### src/rtl/audio_mixer_dac_if.sv
// audio_mixer_dac_if: sample memory read bus between the mixer and its
// sample memory. Read data is valid exactly one clk after mem_rd.
interface audio_mixer_dac_if #(
    parameter int ADDR_W   = 15,
    parameter int SAMPLE_W = 8
);
    logic                mem_rd;
    logic [ADDR_W-1:0]   mem_addr;
    logic [SAMPLE_W-1:0] mem_data;

    modport master (
        output mem_rd,
        output mem_addr,
        input  mem_data
    );

    modport slave (
        input  mem_rd,
        input  mem_addr,
        output mem_data
    );
endinterface

### src/rtl/audio_mixer_dac.sv
// audio_mixer_dac: NUM_CH-channel PCM playback mixer feeding the codec DAC.
// Each frame (rising daclrck) every channel is fetched from the shared
// sample memory in two clks, summed with saturation, and the previous
// frame's mix is shifted out left-justified, MSB first, in both halves.
// Optional feature macro: AUDIO_MIXER_VOLUME_EN adds a per-channel 3-bit
// vol input (6 dB attenuation steps); undefined means unity gain.
module audio_mixer_dac #(
    parameter int NUM_CH   = 4,
    parameter int SAMPLE_W = 8,
    parameter int ADDR_W   = 15,
    parameter int OUT_W    = 16
) (
    input  logic                       clk,
    input  logic                       swt,
    input  logic                       bclk,
    input  logic                       daclrck,
    output logic                       dacdat,
    input  logic [NUM_CH-1:0]          trig,
    input  logic [NUM_CH*ADDR_W-1:0]   start_addr,
    input  logic [NUM_CH*ADDR_W-1:0]   length,
    input  logic [NUM_CH-1:0]          loop_en,
`ifdef AUDIO_MIXER_VOLUME_EN
    input  logic [NUM_CH*3-1:0]        vol,
`endif
    audio_mixer_dac_if.master          mem,
    output logic [NUM_CH-1:0]          busy,
    output logic [NUM_CH-1:0]          done,
    output logic signed [OUT_W-1:0]    mix_out,
    output logic                       clip
);

    localparam int ACC_W = OUT_W + 3;
    localparam int CH_W  = (NUM_CH > 1) ? $clog2(NUM_CH) : 1;
    localparam logic [SAMPLE_W-1:0]     MSB_MASK = SAMPLE_W'(1) << (SAMPLE_W - 1);
    localparam logic signed [ACC_W-1:0] SAT_MAX  = {4'b0000, {(OUT_W-1){1'b1}}};
    localparam logic signed [ACC_W-1:0] SAT_MIN  = {4'b1111, {(OUT_W-1){1'b0}}};

    typedef enum logic [1:0] {
        IDLE  = 2'd0,
        FETCH = 2'd1,
        MIX   = 2'd2
    } state_t;

    state_t              state, state_nxt;
    logic [CH_W-1:0]     ch, ch_nxt;
    logic                phase_b, phase_b_nxt;
    logic                rd_q;

    logic [2:0]          bclk_sync;
    logic [2:0]          lrck_sync;
    logic                bclk_fall;
    logic                lrck_edge;
    logic                frame_strobe;

    logic [ADDR_W-1:0]   start_q [NUM_CH];
    logic [ADDR_W-1:0]   len_q   [NUM_CH];
    logic [ADDR_W-1:0]   ptr     [NUM_CH];
    logic [ADDR_W-1:0]   rem     [NUM_CH];

    logic [SAMPLE_W-1:0] sample_signed;
    logic [OUT_W-1:0]    aligned;
    logic signed [OUT_W-1:0] scaled;
    logic signed [ACC_W-1:0] contrib;
    logic signed [ACC_W-1:0] acc;
    logic signed [OUT_W-1:0] sat;
    logic                sat_hit;

    logic [OUT_W-1:0]    hold;
    logic [OUT_W-1:0]    shreg;

    // Two-flop synchronisers for the codec clocks plus one extra stage for edge detection.
    always_ff @(posedge clk or negedge swt) begin
        if (!swt) begin
            bclk_sync <= '0;
            lrck_sync <= '0;
        end else begin
            bclk_sync <= {bclk_sync[1:0], bclk};
            lrck_sync <= {lrck_sync[1:0], daclrck};
        end
    end

    assign bclk_fall    = bclk_sync[2] & ~bclk_sync[1];
    assign lrck_edge    = lrck_sync[2] ^ lrck_sync[1];
    assign frame_strobe = lrck_sync[1] & ~lrck_sync[2];

    // Fetch FSM state register: current state, channel index and A/B phase.
    always_ff @(posedge clk or negedge swt) begin
        if (!swt) begin
            state   <= IDLE;
            ch      <= '0;
            phase_b <= 1'b0;
        end else begin
            state   <= state_nxt;
            ch      <= ch_nxt;
            phase_b <= phase_b_nxt;
        end
    end

    // Next-state logic; the memory read is issued in clk A of a busy channel.
    always_comb begin
        state_nxt    = state;
        ch_nxt       = ch;
        phase_b_nxt  = phase_b;
        mem.mem_rd   = 1'b0;
        mem.mem_addr = '0;
        case (state)
            IDLE: begin
                if (frame_strobe) begin
                    state_nxt   = FETCH;
                    ch_nxt      = '0;
                    phase_b_nxt = 1'b0;
                end
            end
            FETCH: begin
                if (!phase_b) begin
                    phase_b_nxt = 1'b1;
                    if (busy[ch]) begin
                        mem.mem_rd   = 1'b1;
                        mem.mem_addr = ptr[ch];
                    end
                end else begin
                    phase_b_nxt = 1'b0;
                    if (ch == CH_W'(NUM_CH - 1)) begin
                        state_nxt = MIX;
                    end else begin
                        ch_nxt = ch + 1'b1;
                    end
                end
            end
            MIX: begin
                state_nxt = IDLE;
            end
            default: begin
                state_nxt = IDLE;
            end
        endcase
    end

    // Offset-binary to signed, left-align to OUT_W, optional attenuation, sign-extend.
    always_comb begin
        sample_signed = mem.mem_data ^ MSB_MASK;
        aligned       = OUT_W'(sample_signed) << (OUT_W - SAMPLE_W);
`ifdef AUDIO_MIXER_VOLUME_EN
        scaled        = $signed(aligned) >>> vol[int'(ch)*3 +: 3];
`else
        scaled        = $signed(aligned);
`endif
        contrib       = {{3{scaled[OUT_W-1]}}, scaled};
    end

    // Saturate the wide accumulator to the signed OUT_W range.
    always_comb begin
        sat     = acc[OUT_W-1:0];
        sat_hit = 1'b0;
        if (acc > SAT_MAX) begin
            sat     = SAT_MAX[OUT_W-1:0];
            sat_hit = 1'b1;
        end else if (acc < SAT_MIN) begin
            sat     = SAT_MIN[OUT_W-1:0];
            sat_hit = 1'b1;
        end
    end

    // Accumulate fetched samples in clk B and publish the saturated mix in MIX.
    always_ff @(posedge clk or negedge swt) begin
        if (!swt) begin
            rd_q    <= 1'b0;
            acc     <= '0;
            mix_out <= '0;
            clip    <= 1'b0;
        end else begin
            rd_q <= mem.mem_rd;
            clip <= 1'b0;
            if (state == IDLE && frame_strobe) begin
                acc <= '0;
            end else if (state == FETCH && phase_b && rd_q) begin
                acc <= acc + contrib;
            end
            if (state == MIX) begin
                mix_out <= sat;
                clip    <= sat_hit;
            end
        end
    end

    // Per-channel playback state: trigger latching and pointer advance after each fetch.
    always_ff @(posedge clk or negedge swt) begin
        if (!swt) begin
            for (int i = 0; i < NUM_CH; i++) begin
                start_q[i] <= '0;
                len_q[i]   <= '0;
                ptr[i]     <= '0;
                rem[i]     <= '0;
            end
            busy <= '0;
            done <= '0;
        end else begin
            done <= '0;
            for (int i = 0; i < NUM_CH; i++) begin
                if (state == FETCH && phase_b && rd_q && ch == CH_W'(i)) begin
                    if (rem[i] == ADDR_W'(1)) begin
                        if (loop_en[i]) begin
                            ptr[i] <= start_q[i];
                            rem[i] <= len_q[i];
                        end else begin
                            ptr[i]  <= ptr[i] + 1'b1;
                            rem[i]  <= '0;
                            busy[i] <= 1'b0;
                            done[i] <= 1'b1;
                        end
                    end else begin
                        ptr[i] <= ptr[i] + 1'b1;
                        rem[i] <= rem[i] - 1'b1;
                    end
                end
                if (trig[i] && (length[i*ADDR_W +: ADDR_W] != '0)) begin
                    start_q[i] <= start_addr[i*ADDR_W +: ADDR_W];
                    len_q[i]   <= length[i*ADDR_W +: ADDR_W];
                    ptr[i]     <= start_addr[i*ADDR_W +: ADDR_W];
                    rem[i]     <= length[i*ADDR_W +: ADDR_W];
                    busy[i]    <= 1'b1;
                    done[i]    <= 1'b0;
                end
            end
        end
    end

    // Frame-hold and serializer: reload on every daclrck edge, shift on bclk falling edges.
    always_ff @(posedge clk or negedge swt) begin
        if (!swt) begin
            hold  <= '0;
            shreg <= '0;
        end else begin
            if (frame_strobe) begin
                hold  <= mix_out;
                shreg <= mix_out;
            end else if (lrck_edge) begin
                shreg <= hold;
            end else if (bclk_fall) begin
                shreg <= shreg << 1;
            end
        end
    end

    assign dacdat = shreg[OUT_W-1];

endmodule

### src/flat_wrapper.sv
// flat-port wrapper written by rule: the top's interface ports become plain ports
module audio_mixer_dac_flat 
#(
    parameter int NUM_CH   = 4,
    parameter int SAMPLE_W = 8,
    parameter int ADDR_W   = 15,
    parameter int OUT_W    = 16
)
  (clk, swt, bclk, daclrck, dacdat, trig, start_addr, length, loop_en, busy, done, mix_out, clip, mem_mem_rd, mem_mem_addr, mem_mem_data);
  audio_mixer_dac_if #(.ADDR_W(ADDR_W), .SAMPLE_W(SAMPLE_W)) mem_i ();
  input  logic clk;
  input  logic swt;
  input  logic bclk;
  input  logic daclrck;
  output logic dacdat;
  input  logic [NUM_CH-1:0] trig;
  input  logic [NUM_CH*ADDR_W-1:0] start_addr;
  input  logic [NUM_CH*ADDR_W-1:0] length;
  input  logic [NUM_CH-1:0] loop_en;
  output logic [NUM_CH-1:0] busy;
  output logic [NUM_CH-1:0] done;
  output logic signed [OUT_W-1:0] mix_out;
  output logic clip;
  output wire logic [$bits(mem_i.mem_rd)-1:0] mem_mem_rd;
  output wire logic [$bits(mem_i.mem_addr)-1:0] mem_mem_addr;
  input wire logic [$bits(mem_i.mem_data)-1:0] mem_mem_data;
  assign mem_mem_rd = mem_i.mem_rd;
  assign mem_mem_addr = mem_i.mem_addr;
  assign mem_i.mem_data = mem_mem_data;
  audio_mixer_dac #(.NUM_CH(NUM_CH), .SAMPLE_W(SAMPLE_W), .ADDR_W(ADDR_W), .OUT_W(OUT_W)) u_core (.clk(clk), .swt(swt), .bclk(bclk), .daclrck(daclrck), .dacdat(dacdat), .trig(trig), .start_addr(start_addr), .length(length), .loop_en(loop_en), .mem(mem_i), .busy(busy), .done(done), .mix_out(mix_out), .clip(clip));
endmodule
### config.mk
export PLATFORM = sky130hd
export DESIGN_NAME = audio_mixer_dac_flat
export DESIGN_NICKNAME = d
export VERILOG_FILES = /design/src/rtl/audio_mixer_dac_if.sv /design/src/rtl/audio_mixer_dac.sv /design/src/flat_wrapper.sv
export SDC_FILE = /design/constraint.sdc
export NUM_CORES = 1
export LEC_CHECK = 0
export ABC_AREA = 0
export CORE_UTILIZATION = 57
export CTS_BUF_LIST = sky130_fd_sc_hd__clkbuf_16
export DETAILED_ROUTE_END_ITERATION = 8
export GPL_TIMING_DRIVEN = 0
export PLACE_DENSITY = 0.8
export SLEW_MARGIN = 20
export SYNTH_ARGS = -nofsm -noshare
export SYNTH_HDL_FRONTEND = slang
export SYNTH_SLANG_ARGS = --single-unit
### constraint.sdc
create_clock -name clk -period 3.6 [get_ports clk]
set_input_delay 0.54 -clock clk [delete_from_list [all_inputs] [get_ports clk]]
set_output_delay 0.54 -clock clk [all_outputs]
set_load 0.005 [all_outputs]
==> results of run 1 <==
## routing by layer
layer  wire length (µm)  vias up
met5                  0        -
met4               2150        0
met3               4100      153
met2              23800      837
met1              22000     7808
li1                   -     7364
## final cells by class
class | count | area (µm²)
buffer | 124 | 603
fill | 2314 | 8640
tap | 384 | 480
sequential | 306 | 7660
clock buffer | 37 | 926
clock inverter | 20 | 105
multi-input combinational | 1447 | 8450
timing repair buffer | 185 | 1910
inverter | 43 | 161
## cells by family after synthesis
logic type,count (synthesis)
and+or+nand+nor,833
DFF,306
adders and majority gates,28
buffers and inverters,168
muxes,44
AOI/OAI and AO/OA,536
xor gates and xnor gates,6
## per-stage QoR
stage | setup WS [ns] | cells | hold WS (ns)
floorplan | 1.00 | 1921 | 0.244
global placement | -11.18 | 2486 | 0.333
detailed placement | 0.0740 | 2489 | 0.343
CTS | 0.00677 | 2547 | 0.361
global route | 0.0267 | 2546 | 0.377
finish | 0.117 | 2546 | 0.364
## power groups by stage
stage	logic (mW)	registers, mW	clock network [mW]
6_report	2.95	4.39	3.29
5_1_grt	3.22	4.44	3.46
4_1_cts	2.92	4.37	3.32
3_5_place_dp	2.90	4.42	0
3_3_place_gp	2.82	4.40	0
2_1_floorplan	1.79	4.27	0
## worst max path at each step
stage               slack, ns               to          from  cells past startpoint
global placement       -11.18    u_core.rem[0]           swt                      1
floorplan                1.00   u_core.ptr[22]  u_core.ch[0]                     10
global route             0.03  mem_mem_addr[5]  u_core.ch[0]                      6
detailed placement       0.07   u_core.rem[18]  u_core.ch[0]                     10
CTS                     0.007  mem_mem_addr[8]  u_core.ch[0]                      5
finish                   0.12  mem_mem_addr[5]  u_core.ch[0]                      6
## sequential cells by signal (all words and copies together) (netlist names)
| name | count |
|---|---|
| u_core.done | 4 |
| u_core.state | 2 |
| u_core.clip | 1 |
| u_core.hold | 9 |
| u_core.ptr | 60 |
| u_core.bclk_sync | 3 |
| u_core.shreg | 16 |
| u_core.acc | 11 |
| u_core.mix_out | 9 |
| u_core.rd_q | 1 |
| u_core.ch | 2 |
| u_core.len_q | 60 |
| u_core.busy | 4 |
| u_core.phase_b | 1 |
| u_core.start_q | 60 |
| u_core.rem | 60 |
| u_core.lrck_sync | 3 |
## cell usage in the layout (no fill, tap or decap), drive strengths merged, types with 25 or more instances in the layout
cell	synthesis	layout
ha	27	27
nor2b	31	31
a21oi	110	110
buf	66	68
clkdlybuf4s50	0	180
o21ai	182	182
nand2	445	445
nor4	33	33
dfrtp	306	306
clkbuf	59	97
nand2b	25	25
o31ai	29	29
a31oi	30	30
nor3	52	52
inv	43	48
a22o	26	26
nand3	51	51
nor2	93	93
## worst register-to-register path: stages (launching register included)
cell      delay, ns
dfrtp_1        0.40
clkbuf_4       0.28
clkbuf_2       0.34
inv_1          0.14
ha_1           0.23
nand2_1        0.11
clkbuf_1       0.47
clkbuf_1       0.55
o22ai_1        0.20
a22o_1         0.23
## repair_timing
action	CTS	global route
cloned	0	0
hold buffers	1	0
buffers inserted	0	0
setup endpoints to repair	9	21
resized for setup	1	6
hold endpoints to repair	49	0
==> impl_metrics.env, run 1 <==
export IMPL_status="completed"
export IMPL_place_congestion=0.950
export IMPL_synth_seq_cells=306
export IMPL_crit_type="reg -> out"
export IMPL_synth_edff_count=0
export IMPL_critical_path_max_stage_delay_ns=0.57
export IMPL_synth_mux_area_frac=0.0395
export IMPL_grt_pass1_vias=15600
export IMPL_routedWlPerCell_um=20.5
export IMPL_fin_skew_ns=0.0120
export IMPL_io_pins=182
export IMPL_syn_area_per_cell_um2=8.78
export IMPL_async_flop_share=1.00
export IMPL_area_delta_synth_final_pct=20.3
export IMPL_synthFlopType="dfrtp_1"
export IMPL_drtPass1Iterations=5
export IMPL_worstReg2RegEnd="u_core.rem[25]"
export IMPL_grt_use_total=0.344
export IMPL_sequentialPowerShare=0.413
export IMPL_tns_ns=0
export IMPL_timing_fmax_mhz=287
export IMPL_grt_busiest_layer="met2"
export IMPL_grtUsageMet2=0.536
export IMPL_synth_xor_area_frac=0.00311
export IMPL_fin_area_um2=20300
export IMPL_grt_pass1_wl_um=83100
export IMPL_combPwrFrac=0.278
export IMPL_use_met1=0.480
export IMPL_die_h_um=174
export IMPL_hold_viol=0
export IMPL_ctsRootBufferMaster="clkbuf_16"
export IMPL_synthSimpleGateAreaFrac=0.233
export IMPL_placed_area_um2=19300
export IMPL_tightest_slew_ns=0.914
export IMPL_setup_viol=0
export IMPL_antennaDiodeCount=0
export IMPL_ys_types=78
export IMPL_dieWidth_um=174
export IMPL_routed_wl_um=52100
export IMPL_rsz0062_at_grt="no"
export IMPL_crit_buf_inv=3
export IMPL_timing_rr_start="u_core.ch[0]"
export IMPL_rrSetupSlack_ns=0.54
export IMPL_cts_sinks=306
export IMPL_crit_required_ns=3.06
export IMPL_coreArea_um2=28900
export IMPL_num_vias=16200
export IMPL_worst_endpoint_arrival_ns=2.94
export IMPL_clk_pin_slew_ns=0.06
export IMPL_crit_chain="clkbuf_4 > mux4_2 > nand3b_1 > clkbuf_2 > nor2b_1 > clkdlybuf4s50_1"
export IMPL_syn_nets=2089
export IMPL_critPathTopFamily="buffers and inverters"
export IMPL_viasPerCell=6.35
export IMPL_ys_seq_area_frac=0.454
export IMPL_fin_crit_ns=3.48
export IMPL_reg2regPathDepth=9
export IMPL_holdPathEnd="u_core.lrck_sync[1]"
export IMPL_drtIter0Drc=2025
export IMPL_synth_fa_ha_area_frac=0.0212
export IMPL_cts_max_path_buffers=3
export IMPL_powerDensity_nw_per_um2=524
export IMPL_total_leakage_power_nw=8.70
export IMPL_final_util=0.701
export IMPL_slew_headroom=0.390
export IMPL_overflow=0
export IMPL_critPathCaptureType="output pin"
export IMPL_antenna_left=0
export IMPL_synth_top_family_by_area="simple AND/OR/NAND/NOR gates"
export IMPL_hp_start="u_core.lrck_sync[0]"
export IMPL_synthMostInstantiatedCell="nand2_1"
export IMPL_clk_latency_ns=0.51
export IMPL_dieArea_um2=30300
export IMPL_syn_area_um2=16900
export IMPL_grt_max_degree=100
export IMPL_switchingPower_mw=3.43
export IMPL_layout_drive_gt1_share=0.0805
export IMPL_slowest_stage="clkdlybuf4s50_1"
export IMPL_numCtsBuffers=35
export IMPL_cap_violations=0
export IMPL_cts_tree="yes"
export IMPL_power_mw=10.6
export IMPL_path_max_fanout=10
export IMPL_antenna_found_initial=0
export IMPL_maxSlewViolCount=0
export IMPL_whs_path_depth=0
export IMPL_power_internal_mw=7.20
export IMPL_start_util=0.583
export IMPL_switching_share=0.323
export IMPL_cp_start_kind="flip-flop"
export IMPL_synth_area_leaders="dfrtp_1 (45%), nand2_1 (9.9%), o21ai_0 (4.9%)"
export IMPL_irDropWorstVdd_mv=0.403
export IMPL_nets=2310
export IMPL_min_delay_path_class="reg -> reg"
export IMPL_p_clk_frac=0.310
export IMPL_fin_crit_sh=0.967
export IMPL_port_buffers=181
export IMPL_yosys_area_top_type="dfrtp_1"
export IMPL_post_route_drc_count=0
export IMPL_syn_inst=1921
export IMPL_synth_compound_area_frac=0.204
export IMPL_num_rows=62
export IMPL_synth_top_area_share=0.454
export IMPL_place_detailed_hpwl_um=36900
export IMPL_synth_common_cells="nand2_1 (443), dfrtp_1 (306), o21ai_0 (166), a21oi_1 (110), nor2_1 (93)"
export IMPL_use_met3=0.0483
export IMPL_yosys_warnings=0
export IMPL_htreeDepth=2
(Power assumes the default switching activity.)
==> inputs of run 2 (changes only) <==
--- a/config.mk
+++ b/config.mk
@@ -6,6 +6,7 @@
 export NUM_CORES = 1
 export LEC_CHECK = 0
 export ABC_AREA = 0
+export CAP_MARGIN = 20
 export CORE_UTILIZATION = 57
 export CTS_BUF_LIST = sky130_fd_sc_hd__clkbuf_16
 export DETAILED_ROUTE_END_ITERATION = 8
==> results of run 2 <==
Final layout, timing and power as in run 1 (identical DEF).
==> inputs of run 3 (changes only) <==
--- a/config.mk
+++ b/config.mk
@@ -6,7 +6,6 @@
 export NUM_CORES = 1
 export LEC_CHECK = 0
 export ABC_AREA = 0
-export CAP_MARGIN = 20
 export CORE_UTILIZATION = 57
 export CTS_BUF_LIST = sky130_fd_sc_hd__clkbuf_16
 export DETAILED_ROUTE_END_ITERATION = 8
==> results of run 3 <==
Final layout, timing and power as in run 1 (identical DEF).
